--- src/rtl/capture_truncate.sv ---
// Snap-length truncation stage for the capture path: forwards each packet unchanged or cuts it to
// at most snaplen_words beats, fixing up tlast/tstrb/length and counting packets and truncations.
module capture_truncate #(
  parameter int C_M_AXIS_DATA_WIDTH  = 256,
  parameter int C_S_AXIS_DATA_WIDTH  = 256,
  parameter int C_M_AXIS_TUSER_WIDTH = 128,
  parameter int C_S_AXIS_TUSER_WIDTH = 128
) (
  input  logic                                axi_aclk,
  input  logic                                axi_areset,
  input  logic [C_S_AXIS_DATA_WIDTH-1:0]      s_axis_tdata,
  input  logic [C_S_AXIS_DATA_WIDTH/8-1:0]    s_axis_tstrb,
  input  logic [C_S_AXIS_TUSER_WIDTH-1:0]     s_axis_tuser,
  input  logic                                s_axis_tvalid,
  input  logic                                s_axis_tlast,
  output logic                                s_axis_tready,
  output logic [C_M_AXIS_DATA_WIDTH-1:0]      m_axis_tdata,
  output logic [C_M_AXIS_DATA_WIDTH/8-1:0]    m_axis_tstrb,
  output logic [C_M_AXIS_TUSER_WIDTH-1:0]     m_axis_tuser,
  output logic                                m_axis_tvalid,
  output logic                                m_axis_tlast,
  input  logic                                m_axis_tready,
  input  logic [7:0]                          snaplen_words,
  output logic [31:0]                         pkt_count,
  output logic [31:0]                         trunc_count
);

  typedef enum logic [1:0] {IDLE, PASS, DROP} state_t;

  state_t                             state_q, state_d;
  logic [7:0]                         beat_q, snap_q;
  logic                               m_tvalid_q, m_tlast_q;
  logic [C_M_AXIS_DATA_WIDTH-1:0]     m_tdata_q;
  logic [C_M_AXIS_DATA_WIDTH/8-1:0]   m_tstrb_q;
  logic [C_M_AXIS_TUSER_WIDTH-1:0]    m_tuser_q;
  logic [31:0]                        pkt_cnt_q, trunc_cnt_q;

  logic                               s_ready, accept, load, trigger, rewrite, first_beat;
  logic [7:0]                         snap_eff, beat_num;
  logic [13:0]                        trunc_len;
  logic [C_S_AXIS_TUSER_WIDTH-1:0]    tuser_d;

  always_comb begin
    // NOTE: every signal gets a value before any condition, so no path can infer a latch.
    state_d    = state_q;
    tuser_d    = s_axis_tuser;
    // Held low during reset; beats in DROP are swallowed regardless of the output stage.
    s_ready    = !axi_areset && ((state_q == DROP) || !m_tvalid_q || m_axis_tready);
    accept     = s_axis_tvalid && s_ready;
    load       = accept && (state_q != DROP);
    first_beat = (state_q == IDLE);
    snap_eff   = first_beat ? snaplen_words : snap_q;
    beat_num   = first_beat ? 8'd1 : ((beat_q == 8'hFF) ? 8'hFF : beat_q + 8'd1);
    trigger    = load && !s_axis_tlast && (snap_eff != 8'd0) && (beat_num == snap_eff);
    trunc_len  = {1'b0, snap_eff, 5'b00000};
    rewrite    = first_beat && (snap_eff != 8'd0) && ({2'b00, trunc_len} < s_axis_tuser[15:0]);
    if (rewrite) tuser_d[15:0] = {2'b00, trunc_len};

    if (accept) begin
      if (trigger)               state_d = DROP;
      else if (s_axis_tlast)     state_d = IDLE;
      else if (state_q == IDLE)  state_d = PASS;
    end
  end

  // NOTE: non-blocking assignments keep every register sampling pre-edge values.
  always_ff @(posedge axi_aclk or posedge axi_areset) begin
    if (axi_areset) begin
      state_q     <= IDLE;
      beat_q      <= '0;
      snap_q      <= '0;
      m_tvalid_q  <= 1'b0;
      m_tlast_q   <= 1'b0;
      m_tdata_q   <= '0;
      m_tstrb_q   <= '0;
      m_tuser_q   <= '0;
      pkt_cnt_q   <= '0;
      trunc_cnt_q <= '0;
    end else begin
      state_q <= state_d;
      if (accept) begin
        beat_q <= beat_num;
        if (first_beat) snap_q <= snaplen_words;
      end

      if (load) begin
        m_tvalid_q <= 1'b1;
        m_tdata_q  <= s_axis_tdata;
        m_tstrb_q  <= trigger ? '1 : s_axis_tstrb;
        m_tlast_q  <= s_axis_tlast || trigger;
        m_tuser_q  <= tuser_d;
      end else if (m_axis_tready) begin
        m_tvalid_q <= 1'b0;
      end

      if (m_tvalid_q && m_axis_tready && m_tlast_q) pkt_cnt_q <= pkt_cnt_q + 32'd1;
      if (trigger) trunc_cnt_q <= trunc_cnt_q + 32'd1;
    end
  end

  assign s_axis_tready = s_ready;
  assign m_axis_tvalid = m_tvalid_q;
  assign m_axis_tlast  = m_tlast_q;
  assign m_axis_tdata  = m_tdata_q;
  assign m_axis_tstrb  = m_tstrb_q;
  assign m_axis_tuser  = m_tuser_q;
  assign pkt_count     = pkt_cnt_q;
  assign trunc_count   = trunc_cnt_q;

endmodule

--- config.mk ---
export PLATFORM = sky130hd
export DESIGN_NAME = capture_truncate
export DESIGN_NICKNAME = d
export VERILOG_FILES = /design/src/rtl/capture_truncate.sv
export SDC_FILE = /design/constraint.sdc
export NUM_CORES = 1
export LEC_CHECK = 0
export CAP_MARGIN = 10
export CORE_AREA = 5 5 356 358
export CTS_CLUSTER_SIZE = 30
export DETAILED_ROUTE_END_ITERATION = 8
export DIE_AREA = 0 0 361 363
export GPL_TIMING_DRIVEN = 0
export HOLD_SLACK_MARGIN = 0.15
export SLEW_MARGIN = 20
export SYNTH_ARGS = -nofsm -noshare
export SYNTH_HDL_FRONTEND = slang
export SYNTH_SLANG_ARGS = --single-unit
--- constraint.sdc ---
create_clock -name axi_aclk -period 42.2 [get_ports axi_aclk]
set_clock_uncertainty 0.1 [all_clocks]
set_input_delay 8.44 -clock axi_aclk [delete_from_list [all_inputs] [get_ports axi_aclk]]
set_output_delay 8.44 -clock axi_aclk [all_outputs]
set_load 0.05 [all_outputs]
# Yosys cells after proc, flatten, opt, wreduce, memory -nomap -nowiden
# Cells that the tools add are included.
# W data, S select, Z words.
# classes
n_addsub	3
eq_ne	4
n_mux	10
n_reduce_logical	21
n_lt_le_gt_ge	1
# ops
cell	count
$add A32 B1 Y32 const B	2
$mux W32	1
$mux W8	3
$lt A13 B16 Y1	1
$mux W16	1
$logic_and A1 B1 Y1	10
$add A8 B1 Y8 const B	1
$eq A8 B8 Y1	1
$eq A8 B8 Y1 const B	1
$reduce_bool A8 Y1	1
$mux W2	3
$logic_not A1 Y1	3
$logic_or A1 B1 Y1	3
$reduce_bool A3 Y1	1
$eq A2 B2 Y1 const B	1
$logic_not A2 Y1	1
$mux W1	2
$ne A2 B2 Y1 const B	1
$reduce_and A2 Y1	1
$reduce_bool A2 Y1	1
# word_totals
ff_bits	500
in_bits	429
out_inout_bits	483
elab_cells	49

# Depth between registers and ports, before layout
# Gate-level depths: netlist (run 1).
# depth
ltp_word	11
depth_mapped	15
mapped_depth_nobuf	11

# Worst setup path before layout (run 1)
# Ideal clock, no wire load.
# synth_path
path_kind	input to register
startpoint	input port axi_areset
endpoint	register trunc_cnt_q[11] (netlist: trunc_count[11])
t_arrival_ps	22324
path_slack_ps	19635
setup_time_ps	142
required_ps	41958
stages	7
cell_sequence	inv_1 nand4_1 nor2_1 nand4b_1 a2111o_1 or4_1 xnor2_1
# synth_via
elab_chain_cells	7
# synth_lines
element	line	text
start, declared	10	input logic axi_areset,
$logic_not A1 Y1 (no source line)	n/a	
$logic_and A1 B1 Y1	48	s_ready = !axi_areset && ((state_q == DROP) || !m_tvalid_q || m_axis_tready);
$logic_and A1 B1 Y1	49	accept = s_axis_tvalid && s_ready;
$logic_and A1 B1 Y1	50	load = accept && (state_q != DROP);
$logic_and A1 B1 Y1 (3 in series)	54	trigger = load && !s_axis_tlast && (snap_eff != 8'd0) && (beat_num == snap_eff);
end signal, assigned	97	if (trigger) trunc_cnt_q <= trunc_cnt_q + 32'd1;
end, declared	36	logic [31:0] pkt_cnt_q, trunc_cnt_q;
# No other way between the ends.
# A chain may end at the register's enable or synchronous reset.

# Worst setup path after layout (run 1)
# layout_path
startpoint	input port m_axis_tready
endpoint	output port s_axis_tready
# layout_via
elab_chain_cells	2
# layout_lines
element	line	text
start, declared	22	input logic m_axis_tready,
$logic_or A1 B1 Y1	48	
$logic_and A1 B1 Y1	48	
end, declared	16	output logic s_axis_tready,
# No other way between the ends.

==> results of run 1 <==
-- layer usage --
layer  part of all wire, %  vias up  GRT usage (%)  routed length (um)
met5                 0.078        -              0                  93
met4                   2.5       14           4.68                2990
met3                    13      154           8.79               15400
met2                    47      838           28.1               55500
met1                    38     9682           20.0               44800
li1                      -     8948              -                   -
-- report_power, final --
group | switching, mW | internal [mW]
combinational | 0.443 | 0.206
sequential | 0.0566 | 0.556
clock | 0.221 | 0.325
-- worst max-delay path: cells and delay by family --
kind | cells | cell delay, ps
buffers and inverters | 3 | 1510
AO/OA/AOI/OAI | 1 | 440
-- layout make-up --
class                   count  area (um^2)
diodes                     13         32.5
plain buffers             119          467
clock buffers              81         1670
clock inverters            29          355
fillers                 13188        89500
inverters                  16         67.6
multi-input cells        1583         7040
flip-flops and latches    500        12500
well taps                1637         2050
repair buffers            916         9250
-- cells in the mapped netlist (2+ instances only) --
| library cell | count |
|---|---|
| or2_2 | 2 |
| a21o_1 | 3 |
| and4_1 | 10 |
| clkbuf_1 | 101 |
| inv_1 | 16 |
| buf_1 | 9 |
| a221o_1 | 8 |
| nor4_1 | 10 |
| nor2b_1 | 3 |
| mux2i_1 | 4 |
| ha_1 | 11 |
| or4_1 | 3 |
| nand2b_1 | 2 |
| nand2_1 | 1164 |
| or3_1 | 2 |
| dfrtp_1 | 500 |
| a31oi_1 | 6 |
| a22o_1 | 8 |
| a21oi_1 | 44 |
| mux2_2 | 5 |
| buf_2 | 7 |
| o21bai_1 | 2 |
| a211oi_1 | 2 |
| a221oi_1 | 2 |
| nor2_1 | 102 |
| and2_1 | 13 |
| nand4_1 | 19 |
| and3_1 | 14 |
| nor3_1 | 18 |
| xnor2_1 | 32 |
| nand3_1 | 31 |
| o31ai_1 | 2 |
| xor2_1 | 35 |
| o21ai_0 | 10 |
-- metrics by stage --
step	power [mW]	util, %	area, um^2
after floorplan	0.975	-	20100
after global placement	1.27	25.4	31200
after detailed placement	1.27	25.5	31400
after CTS	1.83	27.2	33400
after global routing	1.89	27.2	33400
final	1.81	27.2	33400
-- cells by family after synthesis --
family                     count (synthesis)  synth area share (%)
AOI/OAI and AO/OA                         97                  3.15
DFF                                      500                  62.4
buffers and inverters                    135                  2.63
muxes                                      9                 0.480
xor gates and xnor gates                  67                  2.92
adders and majority gates                 11                 0.686
and+or+nand+nor                         1399                  27.8
-- flip-flops by register name (all words and copies together) (netlist names) --
register       cells
trunc_count       32
state_q            2
m_axis_tlast       1
pkt_count         32
beat_q             8
m_axis_tuser     128
m_axis_tdata     256
m_axis_tvalid      1
m_axis_tstrb      32
snap_q             8
-- how the worst max path moves through the flow --
stage	to	start	slack [ps]
floorplan	trunc_count[11]	axi_areset	19630
global placement	m_axis_tstrb[4]	axi_areset	10360
detailed placement	s_axis_tready	m_axis_tready	23270
CTS	s_axis_tready	m_axis_tready	23260
global route	s_axis_tready	m_axis_tready	23160
finish	s_axis_tready	m_axis_tready	23270
==> results.toml, run 1 <==
[clock_tree]
cts_hold_buf = 0
cts_repair_resize_count = 0
cts_tree = "yes"
cts_root_buf = "clkbuf_16"
clockBufferDepth = 3
clk_pin_slew_worst_setup_hold_paths_ps = 60
htree_levels = 2
clock-sinks = 500
worst_skew_pair.late_latency_ps = 630
tritoncts.num_buffers = 60
cts_setup_buffers = 0

[placed_design]
place_hpwl_um = 98700
placement.setup.worst_slack_ps = 23270
place.port_buffers = 911
placed_cells_incl_taps = 4771
place_congestion = 0.943

[final_layout]
layoutNonFillerInstCount = 4894
post_route_cells_drive_above_1_share_pct = 3.85
layout.cells.most_common = "nand2_1"
final_nets = 3636
mostFrequentLayoutCells = "nand2_1 (1164), clkdlybuf4s50_1 (910), dfrtp_1 (500)"
area_delta_synth_final_pct = 66.7

[pwr]
powerDensity_nw_per_um2 = 54.1
irDropWorstVdd_v = 0.0000308
power.static_leakage_nw = 15.4

[synth]
async_reset_ff_share_pct = 100
synth-seq-area-share_pct = 62.4
syn_avg_cell_area_um2 = 9.05
yosysTopAreaCell = "dfrtp_1"
yosys-top-cells-area = "dfrtp_1 (62%), nand2_1 (22%), nor2_1 (1.9%), clkbuf_1 (1.9%), xor2_1 (1.5%)"
syn-num-nets = 2658
yosys.cell_types.count = 52
syn-cell-area_um2 = 20100
synth_ff_type = "dfrtp_1"
synth-warning-count = 0
synth_register_bits = 500
synthesis.instances = 2218
synth-edff-count = 0
yosysTopAreaCellShare_pct = 62.4

[global_routing]
overflow = 0
grt_usage_pct = 17.2
grt_antenna_before_repair = 39
grt_pass1_vias = 19578
grt_start_max_net_pins = 101
global_route_wire_length_before_repair_um = 160000

[critical_path]
crit_path_cell_trace = "clkdlybuf4s50_1 -> inv_1 -> a31oi_1 -> clkdlybuf4s50_1"
timing.critical_path.required_ps = 33660
crit-reg2reg-launch = "state_q[1]"
setup.reg_to_reg.worst_slack_ps = 38170
end_kind = "output port"
path_common_cell = "clkdlybuf4s50_1"
r2r_end = "m_axis_tuser[6]"
timing.critical_path.arrival_ps = 10390
worst_reg_to_reg_cells = 15
path_class = "in2out"
worst_path_largest_cell_delay_ps = 900
worstSetupStartpointType = "input port"
cp_slowest_cell = "clkdlybuf4s50_1"
critical_path_peak_fanout = 4

[sta]
maxSlewViolCount = 0
tightest_slew_ps = 1110
setup_viols_final = 0
finalHoldWorstSlack_ps = 371
post-route-min-period_ps = 18930
layout_setup_ws_ps = 23270
max_freq_mhz = 52.8
setup_repair_after_global_routing_missed_its_margin = "false"
max_slew_margin_pct = 25.3
fin_tns_setup_ps = 0
layout_worst_path_cycle_share_pct = 44.9
finalHoldViolCount = 0

[die]
top_level_ports = 912
die_height_um = 363
core.rowCount = 129
initial_core_utilization_pct = 16.3
die_w_um = 361
dieArea_um2 = 131000
core_region_area_um2 = 123000

[worst_hold_path]
worstHoldStart = "m_axis_tdata[186]"
hp-class = "reg2reg"
min_path_cells = 2
whs_endpoint = "m_axis_tdata[186]"

[route]
drt_iter0_drc = 1585
routed_wirelength_um = 119000
remaining_drc_errors = 0
post_dr_vias_cell = 4.01
ant_nets = 0
dr.pass1.iters = 5
dr_total_vias = 19636
average_detailed_routed_wire_length_per_instance_um = 24.3

[job]
max-cap-violations = 0

[outcome]
run_status = "completed"
(Power assumes the default switching activity.)
==> run 2, diff against run 1 <==
--- a/config.mk
+++ b/config.mk
@@ -6,10 +6,10 @@
 export NUM_CORES = 1
 export LEC_CHECK = 0
 export CAP_MARGIN = 10
-export CORE_AREA = 5 5 356 358
+export CORE_AREA = 5 5 354 356
 export CTS_CLUSTER_SIZE = 30
 export DETAILED_ROUTE_END_ITERATION = 8
-export DIE_AREA = 0 0 361 363
+export DIE_AREA = 0 0 359 361
 export GPL_TIMING_DRIVEN = 0
 export HOLD_SLACK_MARGIN = 0.15
 export SLEW_MARGIN = 20
==> constraint.sdc (replaced) <==
create_clock -name axi_aclk -period 15.8 [get_ports axi_aclk]
set_clock_uncertainty 0.1 [all_clocks]
set_input_delay 3.16 -clock axi_aclk [delete_from_list [all_inputs] [get_ports axi_aclk]]
set_output_delay 3.16 -clock axi_aclk [all_outputs]
set_load 0.05 [all_outputs]
==> results.toml, run 2 (synthesized netlist as in run 1, its figures left out) <==
[placed_design]
placement.setup.worst_slack_ps = 7260
placed_cells_incl_taps = 4772
place.port_buffers = 911
place_hpwl_um = 100000
place_congestion = 0.937

[critical_path]
worst_reg_to_reg_cells = 14
critical_path_peak_fanout = 5
crit-reg2reg-launch = "state_q[1]"
worstSetupStartpointType = "input port"
path_class = "in2out"
cp-startpoint = "m_axis_tready"
timing.critical_path.arrival_ps = 5330
timing.critical_path.required_ps = 12540
end_kind = "output port"
setup.reg_to_reg.worst_slack_ps = 11690

[global_routing]
grt_pass1_vias = 19672
grt_usage_pct = 17.7
global_route_wire_length_before_repair_um = 162000
grt_antenna_before_repair = 37
grt_start_max_net_pins = 35
overflow = 0

[final_layout]
layout.cells.most_common = "nand2_1"
finish.utilization_pct = 27.8
post_route_cells_drive_above_1_share_pct = 4.42
final_nets = 3650
layoutNonFillerInstCount = 4898
mostFrequentLayoutCells = "nand2_1 (1164), clkdlybuf4s50_1 (908), dfrtp_1 (500)"
area_delta_synth_final_pct = 68.4
largest_register_ff_count = 256

[clock_tree]
clockBufferDepth = 3
cts_repair_resize_count = 0
cts_tree = "yes"
clock-sinks = 500
worst_skew_pair.late_latency_ps = 650
cts_hold_buf = 0
cts_root_buf = "clkbuf_16"
cts_setup_buffers = 0
clk_pin_slew_worst_setup_hold_paths_ps = 60
htree_levels = 2
tritoncts.num_buffers = 61

[sta]
layout_worst_path_cycle_share_pct = 54.3
layout_setup_ws_ps = 7210
setup_viols_final = 0
maxSlewViolCount = 0
max_slew_margin_pct = 20.6
tightest_slew_ps = 1190
post-route-min-period_ps = 8590
finalHoldViolCount = 0
setup_repair_after_global_routing_missed_its_margin = "false"
finalHoldWorstSlack_ps = 368
max_freq_mhz = 116

[die]
dieArea_um2 = 130000
core.rowCount = 128
top_level_ports = 912
initial_core_utilization_pct = 16.5
die_w_um = 359
die_height_um = 361
core_region_area_um2 = 121000

[pwr]
powerDensity_nw_per_um2 = 146
irDropWorstVdd_v = 0.000117
power.static_leakage_nw = 15.6
p_total_mw = 4.92

[worst_hold_path]
hp-class = "reg2reg"
worstHoldStart = "m_axis_tdata[230]"
min_path_cells = 2

[route]
ant_nets = 0
dr.pass1.iters = 6
remaining_drc_errors = 0
post_dr_vias_cell = 4.00
average_detailed_routed_wire_length_per_instance_um = 24.4
drt_iter0_drc = 1629
dr_total_vias = 19596
routed_wirelength_um = 119000

[job]
max-cap-violations = 0

[outcome]
run_status = "completed"
[run 2: cell types whose count changed in the layout (fill, tap and decap cells not counted), moves of 2 or more]
cell,before,now
clkinv_2,18,10
clkdlybuf4s50_1,910,908
inv_6,2,4
clkinvlp_4,1,4
buf_2,8,10
clkbuf_2,0,2
clkbuf_1,114,112
bufinv_16,8,11
buf_12,0,17
buf_16,5,1
[run 2: per-stage QoR]
stage	TNS, ps	instance area, um^2
3_5_place_dp	0	31600
4_1_cts	0	33700
5_1_grt	0	33800
2_1_floorplan	0	20100
6_report	0	33800
3_3_place_gp	-1711710	31200
[run 2: worst paths after layout]
path,end
min reg2reg,m_axis_tdata[230]
min,m_axis_tdata[230]
max reg2reg,m_axis_tuser[5]
max in group asynchronous,m_axis_tdata[207]
min in group asynchronous,pkt_count[4]
max,s_axis_tready
[run 2: layout make-up]
cell class              instances  area, um^2
plain buffers                 119         469
multi-input cells            1583        7030
inverters                      16        63.8
diodes                         13        32.5
clock buffers                  83        1710
clock inverters                30         463
flip-flops and latches        500       12500
fillers                     12974       87600
repair buffers                929        9470
well taps                    1625        2030
[run 2: where the power goes]
| part | total (mW) | switching (mW) | internal, mW |
|---|---|---|---|
| Combinational | 1.74 | 1.19 | 0.554 |
| Sequential | 1.64 | 0.151 | 1.49 |
| Clock | 1.54 | 0.602 | 0.937 |
[run 2: worst max-delay path, cell delays in order]
cell	delay (ps)
clkdlybuf4s50_1	720
inv_1	80
a31oi_1	450
clkdlybuf4s50_1	910
[run 2: layer usage]
layer / global-route usage, % / up-vias / wire (um) / part of all wire, %
met4: 3.60 / 2 / 2170 / 1.8
li1: - / 8982 / - / -
met3: 8.94 / 145 / 15100 / 13
met1: 20.5 / 9637 / 45100 / 38
met5: 0 / - / 13 / 0.011
met2: 29.6 / 830 / 56900 / 48
